File: config.mk
export PLATFORM = sky130hd
export DESIGN_NAME = disp_scan_mux4
export DESIGN_NICKNAME = d
export VERILOG_FILES = /design/src/rtl/disp_scan_mux4.sv
export SDC_FILE = /design/constraint.sdc
export NUM_CORES = 1
export LEC_CHECK = 0
export ABC_AREA = 1
export CAP_MARGIN = 25
export CORE_MARGIN = 2
export CORE_UTILIZATION = 57
export CTS_BUF_LIST = sky130_fd_sc_hd__clkbuf_4 sky130_fd_sc_hd__clkbuf_8 sky130_fd_sc_hd__clkbuf_16
export DETAILED_ROUTE_END_ITERATION = 8
export PLACE_DENSITY_LB_ADDON = 0.25
export SLEW_MARGIN = 30
export SYNTH_ARGS = -nofsm -noshare
export SYNTH_HDL_FRONTEND = slang
export SYNTH_SLANG_ARGS = --single-unit
export TNS_END_PERCENT = 20
File: constraint.sdc
create_clock -name clk -period 3.4 [get_ports clk]
set_clock_uncertainty 0.1 [all_clocks]
set_input_delay 0.51 -clock clk [delete_from_list [all_inputs] [get_ports clk]]
set_output_delay 0.51 -clock clk [all_outputs]
set_load 0.02 [all_outputs]
File: src/rtl/disp_scan_mux4.sv
// -----------------------------------------------------------------------------
// disp_scan_mux4
//   Time-division scanner that gathers four BCD digit channels onto a single
//   shared common-anode 7-segment bus. A prescaler divides clk down to one
//   digit slot every SCAN_DIV cycles; the slot index rotates 0,1,2,3,0,...
//   The anode select and the segment pattern are registered together so both
//   change on the same edge, one cycle after sel or a digit input changes.
//
// Parameters
//   SCAN_DIV  clk cycles per digit slot (>= 2)
//   BLANK_LZ  1 = blank leading zeros on dig3..dig1 (dig0 always shown)
//
// Ports
//   clk   in   system clock, rising edge
//   rst   in   synchronous active-high reset
//   en    in   scan enable; 0 = display dark, scan frozen
//   dig0  in   BCD units digit
//   dig1  in   BCD tens digit
//   dig2  in   BCD hundreds digit
//   dig3  in   BCD thousands digit
//   an    out  anode enables, active-low, one-hot-zero (an[i] -> digit i)
//   seg   out  segments {g,f,e,d,c,b,a}, active-low
//   sel   out  index of the currently selected digit slot
//   tick  out  1-cycle pulse on the last cycle of each slot
// -----------------------------------------------------------------------------
module disp_scan_mux4 #(
  parameter int SCAN_DIV = 100000,
  parameter bit BLANK_LZ = 1'b1
) (
  input  logic       clk,
  input  logic       rst,
  input  logic       en,
  input  logic [3:0] dig0,
  input  logic [3:0] dig1,
  input  logic [3:0] dig2,
  input  logic [3:0] dig3,
  output logic [3:0] an,
  output logic [6:0] seg,
  output logic [1:0] sel,
  output logic       tick
);

  localparam int CW = (SCAN_DIV > 1) ? $clog2(SCAN_DIV) : 1;
  localparam logic [CW-1:0] CNT_LAST = CW'(SCAN_DIV - 1);

  logic [CW-1:0] cnt;
  logic [CW-1:0] cnt_nxt;
  logic          cnt_last;

  logic [3:0]    cur_dig;
  logic          cur_blank;
  logic [6:0]    cur_seg;

  // Leading-zero chain: a digit is a leading zero when it and every higher
  // digit are zero. Any non-zero value (including >9) breaks the chain.
  logic          lz3;
  logic          lz2;
  logic          lz1;

  function automatic logic [6:0] bcd_to_seg(input logic [3:0] d);
    logic [6:0] s;
    case (d)
      4'd0:    s = 7'h40;
      4'd1:    s = 7'h79;
      4'd2:    s = 7'h24;
      4'd3:    s = 7'h30;
      4'd4:    s = 7'h19;
      4'd5:    s = 7'h12;
      4'd6:    s = 7'h02;
      4'd7:    s = 7'h78;
      4'd8:    s = 7'h00;
      4'd9:    s = 7'h10;
      default: s = 7'h3F;  // out-of-range value shows a dash
    endcase
    return s;
  endfunction

  always_comb begin
    cnt_last = (cnt == CNT_LAST);
    cnt_nxt  = cnt_last ? '0 : cnt + 1'b1;
  end

  always_comb begin
    lz3 = (dig3 == 4'd0);
    lz2 = lz3 && (dig2 == 4'd0);
    lz1 = lz2 && (dig1 == 4'd0);
  end

  always_comb begin
    cur_dig   = dig0;
    cur_blank = 1'b0;
    case (sel)
      2'd0: begin
        cur_dig   = dig0;
        cur_blank = 1'b0;
      end
      2'd1: begin
        cur_dig   = dig1;
        cur_blank = BLANK_LZ && lz1;
      end
      2'd2: begin
        cur_dig   = dig2;
        cur_blank = BLANK_LZ && lz2;
      end
      default: begin
        cur_dig   = dig3;
        cur_blank = BLANK_LZ && lz3;
      end
    endcase
    cur_seg = cur_blank ? '1 : bcd_to_seg(cur_dig);
  end

  always_ff @(posedge clk) begin
    if (rst) begin
      cnt  <= '0;
      sel  <= '0;
      tick <= 1'b0;
      an   <= '1;
      seg  <= '1;
    end else begin
      if (en) begin
        cnt <= cnt_nxt;
        if (cnt_last) begin
          sel <= sel + 2'd1;
        end
        // Registered tick lines up with the cycle in which cnt sits at its
        // last value, so it is computed from the count being loaded.
        tick <= (cnt_nxt == CNT_LAST);
        an   <= ~(4'b0001 << sel);
        seg  <= cur_seg;
      end else begin
        tick <= 1'b0;
        an   <= '1;
        seg  <= '1;
      end
    end
  end

endmodule

==> results_dict.tcl, run 1 <==
set metrics [dict create \
    status "finished, final reports clean" \
    finalSetupTns_ns 0 \
    cp_data_required_time_ns 3.52 \
    endpoint "seg[5]" \
    drc 0 \
    syn_avg_cell_area_um2 6.62 \
    diodes 0 \
    final_common_cell "nand2_1" \
    pwr_density_cell_nw_per_um2 330 \
    syn2layout_area_growth_pct 23.2 \
    synth-async-reset-ratio 0 \
    rsz0062_at_grt "false" \
    grtUsageTotal 0.264 \
    swShare 0.252 \
    finalSetupViolations 0 \
    r2r_start "sel[0]" \
    fin_area_um2 2420 \
    max-vdd-ir-drop_mv 0.316 \
    syn_area_um2 1970 \
    ys_ff_latch 31 \
    cts_inserted_buffers 5 \
    first_pass_iters 5 \
    viasPerCell 5.23 \
    grt_start_max_net_pins 17 \
    synthCells 297 \
    cts_hold_buffers 0 \
    finalNetCount 364 \
    die_x_um 62.7 \
    fin_crit_sh 0.712 \
    tightest_slew_ns 0.479 \
    worstSetupStartpointType "flip-flop" \
    num_rows 21 \
    fin_ws_ns 0.979 \
    pin_count 33 \
    fmax_ghz 0.413 \
    path_clk_slew_ns 0.10 \
    dpl.hpwl_um 3810 \
    ant_nets 0 \
    r2r_setup_slack_ns 0.98 \
    synth_edf_count 0 \
    clkPwrFrac 0.384 \
    hp-class "reg -> reg" \
    yosysWarnings 0 \
    crit_type "reg -> reg" \
    clock_sinks 31 \
    max_slew_margin 0.680 \
    drv_slew 0 \
    fin_util 0.726 \
    grt_pass1_wl_um 8220 \
    ys_types 30 \
    postCtsSetupBuffers 0 \
    reg2reg_to "seg[5]" \
    start_util 0.589 \
    clockBufferDepth 2 \
    antenna_found_initial 0 \
    globalRouteOverflowTotal 0 \
    clock_latency_ns 0.34 \
    postCtsResizedCells 0 \
    holdWs_ns 0.430 \
    yosysSeqAreaShare 0.316 \
    power_frac_comb 0.131 \
    drt_iter0_drc 151 \
    wl_um 4830 \
    die_h_um 62.7 \
    p_leak_nw 1.07 \
    syn_nets 327 \
    startpoint "sel[0]" \
    final_cell_mix "74 x nand2_1, 40 x inv_1, 36 x nor2_1, 32 x clkdlybuf4s50_1, 31 x dfxtp_1" \
    drive_above_1_share 0.0925 \
    fillers 272 \
    place_congestion 0.937 \
    seq_power_share 0.486 \
    power.switching_mw 0.202 \
    critPathCaptureType "flip-flop" \
    vias 1991 \
    synth_top_area_frac 0.316 \
    die-area_um2 3940 \
    ctsHtreeMaxLevel 2 \
    p_int_mw 0.597 \
    coreArea_um2 3340 \
    dp_slack_ns 0.821 \
    post_drt_wl_per_cell_um 12.7 \
    cp.arrival_ns 2.54 \
    crit_path_max_fanout 6 \
    synthTopCellsByArea "dfxtp_1 32%, nand2_1 14%, inv_1 7.6%, ha_1 7.0%, nor2_1 6.9%" \
    r2r_cells 10 \
    cts-root-buf "clkbuf_4" \
    place_area_um2 2340 \
    grt_pass1_vias 1796 \
    drv_cap 0 \
    synth_top_area_cell "dfxtp_1" \
    hold_viol 0 \
    layout_min_cycle_time_ns 2.42 \
    cts_tree "built" \
    io_buffers 32 \
    synth_flop_cell "dfxtp_1" \
]
power groups by stage:
stage	Clock [mW]	Sequential, mW	Combinational [mW]
global placement	0	0.395	0.100
floorplan	0	0.399	0.0519
CTS	0.310	0.388	0.104
detailed placement	0	0.396	0.103
global route	0.325	0.390	0.117
finish	0.306	0.388	0.104
worst min-delay path by stage:
stage / startpoint / to / slack (ns) / cells past startpoint
2_1_floorplan: cnt[10] / cnt[10] / 0.35 / 2
3_3_place_gp: cnt[10] / cnt[10] / 0.40 / 2
3_5_place_dp: cnt[1] / cnt[1] / 0.41 / 2
4_1_cts: cnt[1] / cnt[1] / 0.43 / 2
5_1_grt: cnt[1] / cnt[1] / 0.47 / 2
6_report: cnt[1] / cnt[1] / 0.43 / 2
cells in the mapped netlist (5+ instances only):
| cell | instances |
|---|---|
| nor2_2 | 5 |
| nand2_1 | 74 |
| xor2_1 | 5 |
| nand3_1 | 24 |
| nor2_1 | 36 |
| dfxtp_1 | 31 |
| nand4_1 | 5 |
| o21ai_0 | 17 |
| o22ai_1 | 5 |
| a21oi_1 | 10 |
| inv_1 | 40 |
| ha_1 | 11 |
sequential cells by signal (all words and copies together) (netlist names):
name	count
an	4
seg	7
tick	1
sel	2
cnt	17
metal layers:
metal	wire (um)	global-route usage	up-vias
li1	-	-	1026
met1	2130	0.366	885
met2	2250	0.418	73
met3	386	0.0450	7
met4	59	0.0833	0
met5	0	0	-
cell families (layout without fill, tap and decap cells):
logic type	after synthesis	in the layout	share of synthesized area
AND/OR/NAND/NOR	166	166	0.391
buffers and inverters	44	82	0.0840
AO/OA/AOI/OAI	40	40	0.118
flip-flops	31	31	0.316
adder cells (fa/ha/maj)	11	11	0.0700
XOR/XNOR	5	5	0.0223
worst max-delay path, stage by stage (launching register included):
cell and delay, ns:
dfxtp_1 0.48, inv_1 0.11, ha_1 0.22, inv_1 0.12, o21ai_0 0.10, o22ai_1 0.38
inv_1 0.14, ha_1 0.23, or2_2 0.29, nand2_1 0.07, o21ai_0 0.07
final cells by class:
class | instances | area [um^2] | area share
sequential | 31 | 621 | 0.256
timing repair buffer | 32 | 320 | 0.132
tap | 46 | 57.6 | 0.0237
clock inverter | 2 | 35.0 | 0.0145
clock buffer | 6 | 51.3 | 0.0212
inverter | 42 | 158 | 0.0650
multi-input combinational | 222 | 1180 | 0.487
through the flow:
stage	power, mW	cells
2_1_floorplan	0.451	297
3_3_place_gp	0.496	373
3_5_place_dp	0.499	373
4_1_cts	0.801	381
5_1_grt	0.832	381
6_report	0.799	381
No activity file was read; power rests on OpenSTA's default activity.
==> run 2, diff against run 1 <==
--- a/config.mk
+++ b/config.mk
@@ -8,7 +8,7 @@
 export ABC_AREA = 1
 export CAP_MARGIN = 25
 export CORE_MARGIN = 2
-export CORE_UTILIZATION = 57
+export CORE_UTILIZATION = 53
 export CTS_BUF_LIST = sky130_fd_sc_hd__clkbuf_4 sky130_fd_sc_hd__clkbuf_8 sky130_fd_sc_hd__clkbuf_16
 export DETAILED_ROUTE_END_ITERATION = 8
 export PLACE_DENSITY_LB_ADDON = 0.25
==> constraint.sdc (replaced) <==
create_clock -name clk -period 2.3 [get_ports clk]
set_clock_uncertainty 0.1 [all_clocks]
set_input_delay 0.345 -clock clk [delete_from_list [all_inputs] [get_ports clk]]
set_output_delay 0.345 -clock clk [all_outputs]
set_load 0.02 [all_outputs]
==> run 2 against run 1 <==
Setup slack worse by 0.79 ns; clock power up 82%; final area up 3.6%; sequential power up 48%; combinational power up 57%; critical path depth down 1; critical path type unchanged; critical endpoint is now seg[3].
==> results_dict.tcl, run 2 (synthesized netlist as in run 1, its figures left out) <==
set metrics [dict create \
    status "finished, final reports clean" \
    r2r_setup_slack_ns 0.19 \
    path_clk_slew_ns 0.07 \
    ctsHtreeMaxLevel 2 \
    p_leak_nw 1.11 \
    clock_latency_ns 0.29 \
    wl_um 4870 \
    dpl.hpwl_um 3790 \
    clockBufferDepth 2 \
    power_frac_comb 0.126 \
    io_buffers 32 \
    globalRouteOverflowTotal 0 \
    cp.arrival_ns 2.18 \
    startpoint "sel[1]" \
    fmax_ghz 0.474 \
    diodes 0 \
    hold_viol 0 \
    tightest_slew_ns 0.301 \
    drive_above_1_share 0.114 \
    p_int_mw 0.983 \
    place_congestion 0.963 \
    final_common_cell "nand2_1" \
    cts_tree "built" \
    max_slew_margin 0.799 \
    pin_count 33 \
    worstHoldStart "cnt[10]" \
    num_rows 22 \
    post_drt_wl_per_cell_um 12.5 \
    die-area_um2 4210 \
    fin_util 0.696 \
    regMostFlops "cnt" \
    holdWs_ns 0.393 \
    largestRegisters "cnt: 17 flops, seg: 7 flops, an: 4 flops" \
    fin_crit_sh 0.918 \
    r2r_start "sel[1]" \
    syn2layout_area_growth_pct 27.6 \
    drc 0 \
    layout.area.seq_um2 622 \
    die_x_um 64.9 \
    start_util 0.545 \
    power.switching_mw 0.310 \
    rsz0062_at_grt "false" \
    clock_sinks 31 \
    final_cell_mix "74 x nand2_1, 40 x inv_1, 36 x nor2_1, 32 x clkdlybuf4s50_1, 30 x dfxtp_1" \
    grt_pass1_wl_um 8360 \
    crit_path_max_fanout 6 \
    cts-root-buf "clkbuf_8" \
    cp_data_required_time_ns 2.37 \
    max-vdd-ir-drop_mv 0.395 \
    coreArea_um2 3610 \
    crit_type "reg -> reg" \
    cts_hold_buffers 0 \
    largest_reg_flops 17 \
    drv_cap 0 \
    seq_power_share 0.443 \
    fillers 305 \
    multi_input_area_um2 1190 \
    vias 2002 \
    grt_pass1_vias 1914 \
    postCtsSetupBuffers 0 \
    ant_nets 0 \
    grtUsageTotal 0.255 \
    layout_min_cycle_time_ns 2.11 \
    drt_iter0_drc 162 \
    hp-class "reg -> reg" \
    pwr_density_cell_nw_per_um2 515 \
    critPathCaptureType "flip-flop" \
    antenna_found_initial 0 \
    finalNetCount 370 \
    drv_slew 0 \
    grt_start_max_net_pins 16 \
    swShare 0.240 \
    clkPwrFrac 0.431 \
    finalSetupViolations 0 \
    finalSetupTns_ns 0 \
    first_pass_iters 4 \
    die_h_um 64.9 \
    worstSetupStartpointType "flip-flop" \
    viasPerCell 5.15 \
    cts_inserted_buffers 5 \
]
[run 2: repair_timing]
| action | 4_1_cts | 5_1_grt |
|---|---|---|
| resized for setup | 0 | 2 |
| endpoints found under the hold margin | 0 | 0 |
| setup endpoints to repair | 0 | 4 |
[run 2: final timing paths]
kind | cells after the start | end
worst max-delay path | 9 | seg[3]
worst min register to register | 2 | cnt[10]
worst min-delay path | 2 | cnt[10]
worst max register to register | 9 | seg[3]
[run 2: stage by stage]
step | std cells | area (um^2) | power, mW | worst slack [ns]
floorplan | 297 | 1970 | 0.666 | 0.0583
global route | 389 | 2510 | 1.35 | 0.0608
finish | 389 | 2510 | 1.29 | 0.189
CTS | 389 | 2500 | 1.30 | 0.0767
global placement | 381 | 2380 | 0.741 | 0.170
detailed placement | 381 | 2380 | 0.744 | 0.111
[run 2: critical path, stage by stage (launching register included)]
cell	delay, ns
dfxtp_1	0.40
inv_1	0.10
ha_1	0.25
nand2_1	0.10
o21ai_0	0.08
o22a_1	0.22
ha_1	0.30
or2_2	0.31
nand3_1	0.09
nand2_1	0.05
[run 2: final cells by class]
class,count,area share
multi-input combinational,222,0.473
sequential,31,0.248
timing repair buffer,38,0.146
inverter,42,0.0628
clock buffer,6,0.0329
tap,48,0.0239
clock inverter,2,0.0140
[run 2: power groups by stage]
stage	clock network [mW]	logic (mW)	registers, mW
2_1_floorplan	0	0.0767	0.590
3_3_place_gp	0	0.158	0.584
3_5_place_dp	0	0.160	0.585
4_1_cts	0.566	0.161	0.572
5_1_grt	0.591	0.181	0.575
6_report	0.558	0.163	0.573
[run 2: metal layers]
layer	vias up	GRT usage	part of all wire
li1	1041	-	-
met2	71	0.409	0.45
met5	-	0	0
met1	876	0.330	0.47
met4	0	0.0984	0.024
met3	14	0.0590	0.053
==> run 3, diff against run 2 <==
--- a/config.mk
+++ b/config.mk
@@ -11,7 +11,9 @@
 export CORE_UTILIZATION = 53
 export CTS_BUF_LIST = sky130_fd_sc_hd__clkbuf_4 sky130_fd_sc_hd__clkbuf_8 sky130_fd_sc_hd__clkbuf_16
 export DETAILED_ROUTE_END_ITERATION = 8
+export GPL_TIMING_DRIVEN = 0
 export PLACE_DENSITY_LB_ADDON = 0.25
+export RECOVER_POWER = 100
 export SLEW_MARGIN = 30
 export SYNTH_ARGS = -nofsm -noshare
 export SYNTH_HDL_FRONTEND = slang
==> run 3 against run 2 <==
Die area stayed put; register-to-register slack about the same; sequential share of layout area rose by 0.70 points; sequential power is essentially flat; wire length decreased by 3.7%; maximum frequency about the same; clock power is 1% higher; largest power group unchanged; critical path type unchanged; total power decreased by 0.41%.
==> results_dict.tcl, run 3 (synthesized netlist as in run 1, its figures left out) <==
set metrics [dict create \
    ant_nets 0 \
    path_clk_slew_ns 0.07 \
    syn2layout_area_growth_pct 24.9 \
    first_pass_iters 5 \
    diodes 0 \
    fin_ws_ns 0.189 \
    r2r_cells 10 \
    p_leak_nw 1.07 \
    holdPathEnd "cnt[1]" \
    r2r_setup_slack_ns 0.19 \
    cpMaxStageDelayCell "dfxtp_4" \
    cts_inserted_buffers 5 \
    finalSetupViolations 0 \
    grtUsageMet1 0.331 \
    fmax_ghz 0.474 \
    largest_reg_flops 17 \
    dp_slack_ns -0.123 \
    met2_usage 0.398 \
    coreArea_um2 3610 \
    globalRouteOverflowTotal 0 \
    grt_pass1_wl_um 8180 \
    antenna_found_initial 0 \
    pin_count 33 \
    grt_start_max_net_pins 11 \
    holdPathStages 2 \
    max_slew_margin 0.670 \
    seq_power_share 0.443 \
    num_rows 22 \
    grt_util_met3 0.0573 \
    path_cells "inv_1, ha_1, inv_2, o21ai_0, o22ai_2, inv_1, ha_1, or2_2, nand2_1, o21ai_0" \
    clockBufferDepth 2 \
    wl_um 4690 \
    drive_above_1_share 0.0888 \
    r2r_start "sel[0]" \
    reg2reg_to "seg[5]" \
    critPathMaxStageDelay_ns 0.38 \
    cts-root-buf "clkbuf_8" \
    drt_iter0_drc 122 \
    cp.arrival_ns 2.17 \
    final_cell_mix "76 x nand2_1, 40 x nor2_1, 39 x inv_1, 29 x dfxtp_1, 24 x nand3_1" \
    p_int_mw 0.974 \
    hp-class "reg -> reg" \
    largestRegisters "cnt: 17 flops, seg: 7 flops, an: 4 flops" \
    status "finished, final reports clean" \
    place_congestion 0.886 \
    layout_min_cycle_time_ns 2.11 \
    die_x_um 64.9 \
    drc 0 \
    critPathCaptureType "flip-flop" \
    crit_type "reg -> reg" \
    crit_path_max_fanout 6 \
    clock_sinks 31 \
    viasPerCell 5.09 \
    fin_util 0.681 \
    total_power_mw 1.29 \
    die_h_um 64.9 \
    power.switching_mw 0.314 \
    drv_slew 0 \
    finalNetCount 367 \
    regMostFlops "cnt" \
    hold_viol 0 \
    cp_data_required_time_ns 2.36 \
    worstHoldStart "cnt[1]" \
    ctsHtreeMaxLevel 2 \
    grtUsageTotal 0.250 \
    place_area_um2 2350 \
    clock_latency_ns 0.29 \
    vias 1965 \
    clkPwrFrac 0.439 \
    fin_area_um2 2460 \
    pwr_density_cell_nw_per_um2 524 \
    max-vdd-ir-drop_mv 0.466 \
    dpl.hpwl_um 3620 \
    final_common_cell "nand2_1" \
    cts_tree "built" \
    power_frac_comb 0.117 \
    grt_pass1_vias 1846 \
    drv_cap 0 \
    post_drt_wl_per_cell_um 12.2 \
    io_buffers 32 \
    fin_crit_sh 0.918 \
    swShare 0.244 \
    tightest_slew_ns 0.495 \
    die-area_um2 4210 \
    worstSetupStartpointType "flip-flop" \
    start_util 0.545 \
    gr-max-usage-layer "met2" \
]
## run 3: what timing repair did
item / in CTS / in global routing
hold buffers: 0 / 0
endpoints found under the setup margin: 3 / 4
setup buffers: 0 / 1
resized for setup: 1 / 5
pin swaps: 0 / 1
gates cloned: 0 / 0
## run 3: worst max-delay path by stage
stage / from / end / slack (ns) / cells past startpoint
2_1_floorplan: sel[0] / seg[5] / 0.06 / 10
3_3_place_gp: sel[0] / seg[5] / -0.06 / 10
3_5_place_dp: sel[0] / seg[5] / -0.12 / 10
4_1_cts: sel[0] / seg[5] / 0.02 / 10
5_1_grt: sel[0] / seg[5] / -0.004 / 10
6_report: sel[0] / seg[5] / 0.19 / 10
## run 3: final cells by class
cell class | count | area (um^2)
Fill cell | 327 | 1150
Clock buffer | 6 | 82.6
Multi-Input combinational cell | 222 | 1160
Tap cell | 48 | 60.1
Sequential cell | 31 | 626
Timing Repair Buffer | 33 | 328
Clock inverter | 2 | 35.0
Buffer | 2 | 7.51
Inverter | 42 | 158
## run 3: metal layers
layer | vias up | share of wire
li1 | 1028 | -
met4 | 0 | 0.013
met1 | 873 | 0.47
met2 | 58 | 0.46
met3 | 6 | 0.054
met5 | - | 0
## run 3: power by group through the flow
stage	Combinational (mW)	Sequential (mW)	Clock, mW
after floorplan	0.0767	0.590	0
after global placement	0.149	0.584	0
after detailed placement	0.151	0.585	0
after CTS	0.154	0.572	0.571
after global routing	0.170	0.574	0.588
final	0.151	0.571	0.566
## run 3: metrics by stage
step / setup TNS [ns] / hold WS (ns) / std cells
after global routing: -0.00382 / 0.470 / 386
after global placement: -0.150 / 0.402 / 377
after detailed placement: -0.305 / 0.415 / 377
after CTS: 0 / 0.431 / 385
after floorplan: 0 / 0.314 / 297
final: 0 / 0.423 / 386
## run 3: critical path, delay by kind of cell, from the launching register on
| kind | cells | cell delay [ns] |
|---|---|---|
| AO/OA/AOI/OAI | 3 | 0.46 |
| adder cells (fa/ha/maj) | 2 | 0.42 |
| AND/OR/NAND/NOR | 2 | 0.35 |
| buffers and inverters | 3 | 0.26 |
| flip-flops | 1 | 0.38 |
